File: config.mk
export PLATFORM = sky130hd
export DESIGN_NAME = rs_decoder_seq
export DESIGN_NICKNAME = d
export VERILOG_FILES = /design/src/rtl/rs_pkg.sv /design/src/rtl/rs_hcol.sv /design/src/rtl/rs_decoder_seq.sv
export SDC_FILE = /design/constraint.sdc
export NUM_CORES = 1
export LEC_CHECK = 0
export ABC_CLOCK_PERIOD_IN_PS = 6300
export CORE_ASPECT_RATIO = 0.8
export CORE_MARGIN = 10
export CORE_UTILIZATION = 40
export CTS_BUF_LIST = sky130_fd_sc_hd__clkbuf_8
export DETAILED_ROUTE_END_ITERATION = 6
export GPL_TIMING_DRIVEN = 0
export MAX_ROUTING_LAYER = met4
export SLEW_MARGIN = 20
export SYNTH_ARGS = -nofsm -noshare
export SYNTH_HDL_FRONTEND = slang
export SYNTH_SLANG_ARGS = --single-unit
File: constraint.sdc
create_clock -name clk -period 6.3 [get_ports clk]
set_input_delay 0.63 -clock clk [delete_from_list [all_inputs] [get_ports clk]]
set_output_delay 0.63 -clock clk [all_outputs]
set_load 0.005 [all_outputs]
File: src/rtl/rs_pkg.sv
// Shared constants, parity matrix and status payload for the (40,32) code.
package rs_pkg;

  localparam int unsigned RS_N     = 40;
  localparam int unsigned RS_K     = 32;
  localparam int unsigned RS_R     = 8;
  localparam int unsigned RS_IDX_W = 6;
  localparam int unsigned RS_RW    = 3;  // index width into an R-bit vector
  localparam int unsigned RS_KW    = 5;  // index width into a K-bit vector

  // Decoder FSM encoding
  localparam logic [1:0] ST_IDLE   = 2'd0;
  localparam logic [1:0] ST_SYND   = 2'd1;
  localparam logic [1:0] ST_SEARCH = 2'd2;
  localparam logic [1:0] ST_DONE   = 2'd3;

  // Parity rows P_j; parity bit cw[7-j] covers the data bits selected by P_j.
  // Every data column carries bit 7 plus exactly one of bits 6/5, so all
  // columns have weight >= 2 and are pairwise distinct.
  localparam logic [RS_K-1:0] RS_PARITY_ROWS [RS_R] = '{
    32'hFFFF_FFFF,
    32'hFFFF_0000,
    32'h0000_FFFF,
    32'hFFFF_0000,
    32'hFF00_FF00,
    32'hF0F0_F0F0,
    32'h3333_3333,
    32'h5555_5555
  };

  // Result flags presented alongside the corrected data
  typedef struct packed {
    logic [RS_R-1:0]     syndrome;
    logic                corrected;
    logic                uncorrectable;
    logic [RS_IDX_W-1:0] err_pos;
  } rs_status_t;

  // Parity bits for a data word; shared by encoder and decoder syndrome path.
  function automatic logic [RS_R-1:0] rs_parity(input logic [RS_K-1:0] data);
    logic [RS_R-1:0] p;
    p = '0;
    for (int unsigned j = 0; j < RS_R; j++) begin
      p[RS_RW'(RS_R - 1 - j)] = ^(data & RS_PARITY_ROWS[RS_RW'(j)]);
    end
    return p;
  endfunction

endpackage

File: src/rtl/rs_hcol.sv
// Parity-check matrix column lookup: H column for codeword bit index idx.
module rs_hcol
  import rs_pkg::*;
(
  input  logic [RS_IDX_W-1:0] idx,
  output logic [RS_R-1:0]     col_c
);

  logic [RS_KW-1:0] didx;

  assign didx = RS_KW'(idx - RS_IDX_W'(RS_R));

  // Parity positions are one-hot; data positions take column didx of P
  always_comb begin
    col_c = '0;
    if (idx < RS_IDX_W'(RS_R)) begin
      col_c[idx[RS_RW-1:0]] = 1'b1;
    end else begin
      for (int unsigned j = 0; j < RS_R; j++) begin
        col_c[RS_RW'(RS_R - 1 - j)] = RS_PARITY_ROWS[RS_RW'(j)][didx];
      end
    end
  end

endmodule

File: src/rtl/rs_decoder_seq.sv
// Sequential single-error-correcting decoder for the (40,32) code:
// syndrome in one cycle, then a serial search over the 40 H columns.
module rs_decoder_seq
  import rs_pkg::*;
(
  input  logic                clk,
  input  logic                rst_n,
  input  logic [RS_N-1:0]     in_cw,
  input  logic                in_valid,
  output logic                in_ready,
  output logic [RS_K-1:0]     out_data,
  output logic [RS_R-1:0]     out_syndrome,
  output logic                out_corrected,
  output logic                out_uncorrectable,
  output logic [RS_IDX_W-1:0] out_err_pos,
  output logic                out_valid,
  input  logic                out_ready
);

  localparam logic [RS_IDX_W-1:0] LAST_IDX = RS_IDX_W'(RS_N - 1);

  logic [1:0]          state_q, state_d;
  logic [RS_N-1:0]     cw_q, cw_d;
  logic [RS_IDX_W-1:0] idx_q, idx_d;
  rs_status_t          stat_q, stat_d;
  logic                valid_q, valid_d;
  logic                ready_q, ready_d;

  logic [RS_R-1:0]     synd_c;
  logic [RS_R-1:0]     hcol_c;
  logic [RS_N-1:0]     flip_c;

  rs_hcol u_hcol (
    .idx   (idx_q),
    .col_c (hcol_c)
  );

  assign synd_c = cw_q[RS_R-1:0] ^ rs_parity(cw_q[RS_N-1:RS_R]);

  // One-hot mask for the bit currently under test
  always_comb begin
    flip_c        = '0;
    flip_c[idx_q] = 1'b1;
  end

  // Next-state and datapath update
  always_comb begin
    state_d = state_q;
    cw_d    = cw_q;
    idx_d   = idx_q;
    stat_d  = stat_q;
    valid_d = valid_q;
    ready_d = ready_q;
    case (state_q)
      ST_IDLE: begin
        if (in_valid && ready_q) begin
          cw_d    = in_cw;
          ready_d = 1'b0;
          state_d = ST_SYND;
        end
      end
      ST_SYND: begin
        stat_d.syndrome      = synd_c;
        stat_d.corrected     = 1'b0;
        stat_d.uncorrectable = 1'b0;
        stat_d.err_pos       = '0;
        idx_d                = '0;
        state_d              = (synd_c == '0) ? ST_DONE : ST_SEARCH;
      end
      ST_SEARCH: begin
        if (hcol_c == stat_q.syndrome) begin
          cw_d             = cw_q ^ flip_c;
          stat_d.err_pos   = idx_q;
          stat_d.corrected = 1'b1;
          state_d          = ST_DONE;
        end else if (idx_q == LAST_IDX) begin
          stat_d.uncorrectable = 1'b1;
          state_d              = ST_DONE;
        end else begin
          idx_d = idx_q + RS_IDX_W'(1);
        end
      end
      ST_DONE: begin
        // First DONE cycle raises out_valid; a handshake only counts once it is up
        if (!valid_q) begin
          valid_d = 1'b1;
        end else if (out_ready) begin
          valid_d              = 1'b0;
          stat_d.corrected     = 1'b0;
          stat_d.uncorrectable = 1'b0;
          stat_d.err_pos       = '0;
          ready_d              = 1'b1;
          state_d              = ST_IDLE;
        end
      end
      default: begin
        state_d = ST_IDLE;
        valid_d = 1'b0;
        ready_d = 1'b1;
      end
    endcase
  end

  // State and datapath registers
  always_ff @(posedge clk or negedge rst_n) begin
    if (!rst_n) begin
      state_q <= ST_IDLE;
      cw_q    <= '0;
      idx_q   <= '0;
      stat_q  <= '0;
      valid_q <= 1'b0;
      ready_q <= 1'b1;
    end else begin
      state_q <= state_d;
      cw_q    <= cw_d;
      idx_q   <= idx_d;
      stat_q  <= stat_d;
      valid_q <= valid_d;
      ready_q <= ready_d;
    end
  end

  assign in_ready          = ready_q;
  assign out_data          = cw_q[RS_N-1:RS_R];
  assign out_syndrome      = stat_q.syndrome;
  assign out_corrected     = stat_q.corrected;
  assign out_uncorrectable = stat_q.uncorrectable;
  assign out_err_pos       = stat_q.err_pos;
  assign out_valid         = valid_q;

endmodule

==> impl_metrics.tcl <==
set metrics [dict create \
    synth_cell_types 68 \
    clk_pin_slew_worst_paths_ns 0.08 \
    synth-edff-count 0 \
    syn_avg_cell_area_um2 8.721 \
    fin_crit_sh_pct 47.51 \
    crit_type "flop to flop" \
    syn_nets 623 \
    grt_pass1_vias 4783 \
    tritoncts "done" \
    cts_setup_buffers 0 \
    final-seq-area_mm2 0.001653 \
    grt.total_usage_pct 20.28 \
    n_antenna_cell 0 \
    core_area_mm2 0.01221 \
    cp.arrival_ns 3.23 \
    die_w_um 145.0 \
    dp_cells 838 \
    dpl.hpwl_mm 13.12 \
    finalSetupViolCount 0 \
    antenna_found_initial 0 \
    die_y_um 120.0 \
    synth_seq_cells 66 \
    insertion_delay_ns 0.36 \
    final_cell_area_mm2 0.006379 \
    syn_inst 573 \
    num_rows 36 \
    yosysWarningCount 0 \
    fin_setup_tns_ns 0 \
    max_freq_mhz 334.1 \
    die_area_mm2 0.01739 \
    dr.pass1.iters 5 \
    placed_area_mm2 0.006160 \
    vias 4948 \
    htreeDepth 3 \
    fin_skew_ns 0.01104 \
    crit_fanout 10 \
    fill_cells 1206 \
    grt_overflow 0 \
    synth_top_area_cell "dfrtp_1" \
    status "finished, final reports clean" \
    cap_violations 0 \
    drc 0 \
    crit_required_ns 6.54 \
    nets 728 \
    syn_area_mm2 0.004997 \
    relSlewSlack_pct 27.17 \
    multi_input_area_mm2 0.002829 \
    drtAntennaViolNets 0 \
    synthTopCellsByArea "dfrtp_1, xnor2_1, buf_4" \
    r2r-end "cw_q[16]" \
    async_reset_ff_share_pct 100.0 \
    layoutNonFillerInstCount 854 \
    cts_root_buffer "clkbuf_8" \
    fin_crit_ns 2.993 \
    r2r-start "idx_q[1]" \
    setup_ws_ns 3.307 \
    clockBufferDepth 2 \
    pre_cts_ws_ns 3.410 \
    drtIter0Drc 735 \
    cts_resized 0 \
    synthToLayoutAreaGrowth_pct 27.64 \
    worst_pin_slew_ns 1.084 \
    rsz0062_at_grt "false" \
    cts.sinks 66 \
    critPathCaptureType "flop" \
    yosysSeqAreaShare_pct 33.07 \
    port_buffers 93 \
    initial_core_util_pct 40.94 \
    wire_per_inst_um 20.66 \
    wl_mm 17.64 \
    synth_top_area_share_pct 32.55 \
    worstRegToRegCells 10 \
    via_per_inst 5.794 \
    drive_gt1_share_pct 13.47 \
    reg2reg_slack_ns 3.31 \
    postCtsHoldBufs 0 \
    io_pins 94 \
    place.gp.congestion 0.9016 \
    hold_viol 0 \
    worst_setup_path_start_kind "flop" \
    grt_pass1_wl_mm 27.56 \
    cts_made_buffers 9 \
    hold_class "primary input to asynchronous set/reset pin" \
    slew_violations 0 \
    synthFlopType "dfrtp_1" \
    grt_max_degree 35 \
]
==> stage by stage <==
stage          util (%)  hold slack, ns
3_3_place_gp      50.32          0.4844
4_1_cts           52.25          0.2323
6_report          52.25          0.2200
2_1_floorplan         -          0.3344
5_1_grt           52.25          0.2520
3_5_place_dp      50.46          0.5039
==> critical path, cell delays in order, from the launching register on <==
cell and delay [ns]:
dfrtp_1 0.38, buf_2 0.24, nor3b_2 0.60, mux2i_1 0.19, xor2_1 0.28, nand4_4 0.22, o21ai_2 0.23, and2_1 0.15
buf_2 0.26, buf_4 0.23, a21oi_1 0.09
==> area by class of cell <==
cell class / instances / share of cell area, %
tap: 171 / 3.354
clock buffer: 10 / 2.158
timing repair buffer: 94 / 14.87
buffer: 70 / 6.552
multi-input combinational: 411 / 44.35
clock inverter: 6 / 1.275
inverter: 26 / 1.530
sequential: 66 / 25.91
==> cells in the final DEF (no fill, tap or decap), types with 4 or more instances in the layout <==
cell and count:
nor2_1 19, buf_4 37, o22ai_1 24, buf_1 4, nor3_1 4, clkbuf_1 19
xnor2_1 47, ha_1 6, xnor3_1 5, a31oi_1 37, nor4_1 5, a22oi_1 6
clkdlybuf4s50_1 92, mux2i_1 9, o221ai_1 10, xor2_1 9, mux2_2 9, a21oi_1 39
inv_1 27, dfrtp_1 65, clkbuf_8 10, buf_2 10, nand3_1 8, nand2_1 56
o21ai_0 45, o32ai_1 8
==> metal layers <==
layer  up-vias  routed length (µm)  global-route usage, %
met5         -                   0                      -
met4         0                 378                  5.032
met3        33                1371                  4.318
met2       264                7450                  28.47
met1      2381                8443                  28.83
li1       2270                   -                      -
==> registers in the layout, indices dropped and copies added, names as in the netlist <==
register           count
out_syndrome           8
state_q                2
out_corrected          1
cw_q                  40
out_valid              1
in_ready               1
out_err_pos            6
out_uncorrectable      1
idx_q                  6
==> worst max path at each step <==
stage / end / from / slack (ns)
3_5_place_dp: cw_q[21] / idx_q[1] / 3.41
6_report: cw_q[16] / idx_q[1] / 3.31
2_1_floorplan: state_q[0] / idx_q[3] / 3.98
4_1_cts: cw_q[16] / idx_q[1] / 3.37
3_3_place_gp: cw_q[22] / rst_n / 2.12
5_1_grt: cw_q[37] / idx_q[1] / 3.17
==> logic make-up after synthesis <==
kind of cell,Yosys count,synth area share (%)
multiplexers,19,4.131
AO/OA/AOI/OAI,198,25.16
buffers and inverters,96,10.32
flip-flops,66,33.07
adder cells (fa/ha/maj),6,1.502
XOR/XNOR,64,13.04
AND/OR/NAND/NOR,124,12.77
==> Yosys cell counts, types with 3 or more instances <==
master	n
buf_2	10
o221ai_1	10
xnor3_1	5
nand2b_1	3
inv_1	26
or3_1	3
clkbuf_1	19
mux2_2	9
xor2_1	9
o32ai_1	8
nand3_1	8
a22oi_1	6
buf_4	36
mux2i_1	9
or2_2	3
buf_1	4
and2_1	3
a21oi_1	39
o31ai_1	3
a41oi_1	3
ha_1	6
o22ai_1	24
nand2_1	56
nor2_1	19
nor3_1	4
dfrtp_1	65
nor4_1	5
a31oi_1	37
xnor2_1	47
o21ai_0	45
Power is not shown: default switching activity piles up to over one toggle a cycle in this logic, so the estimate is an artifact.
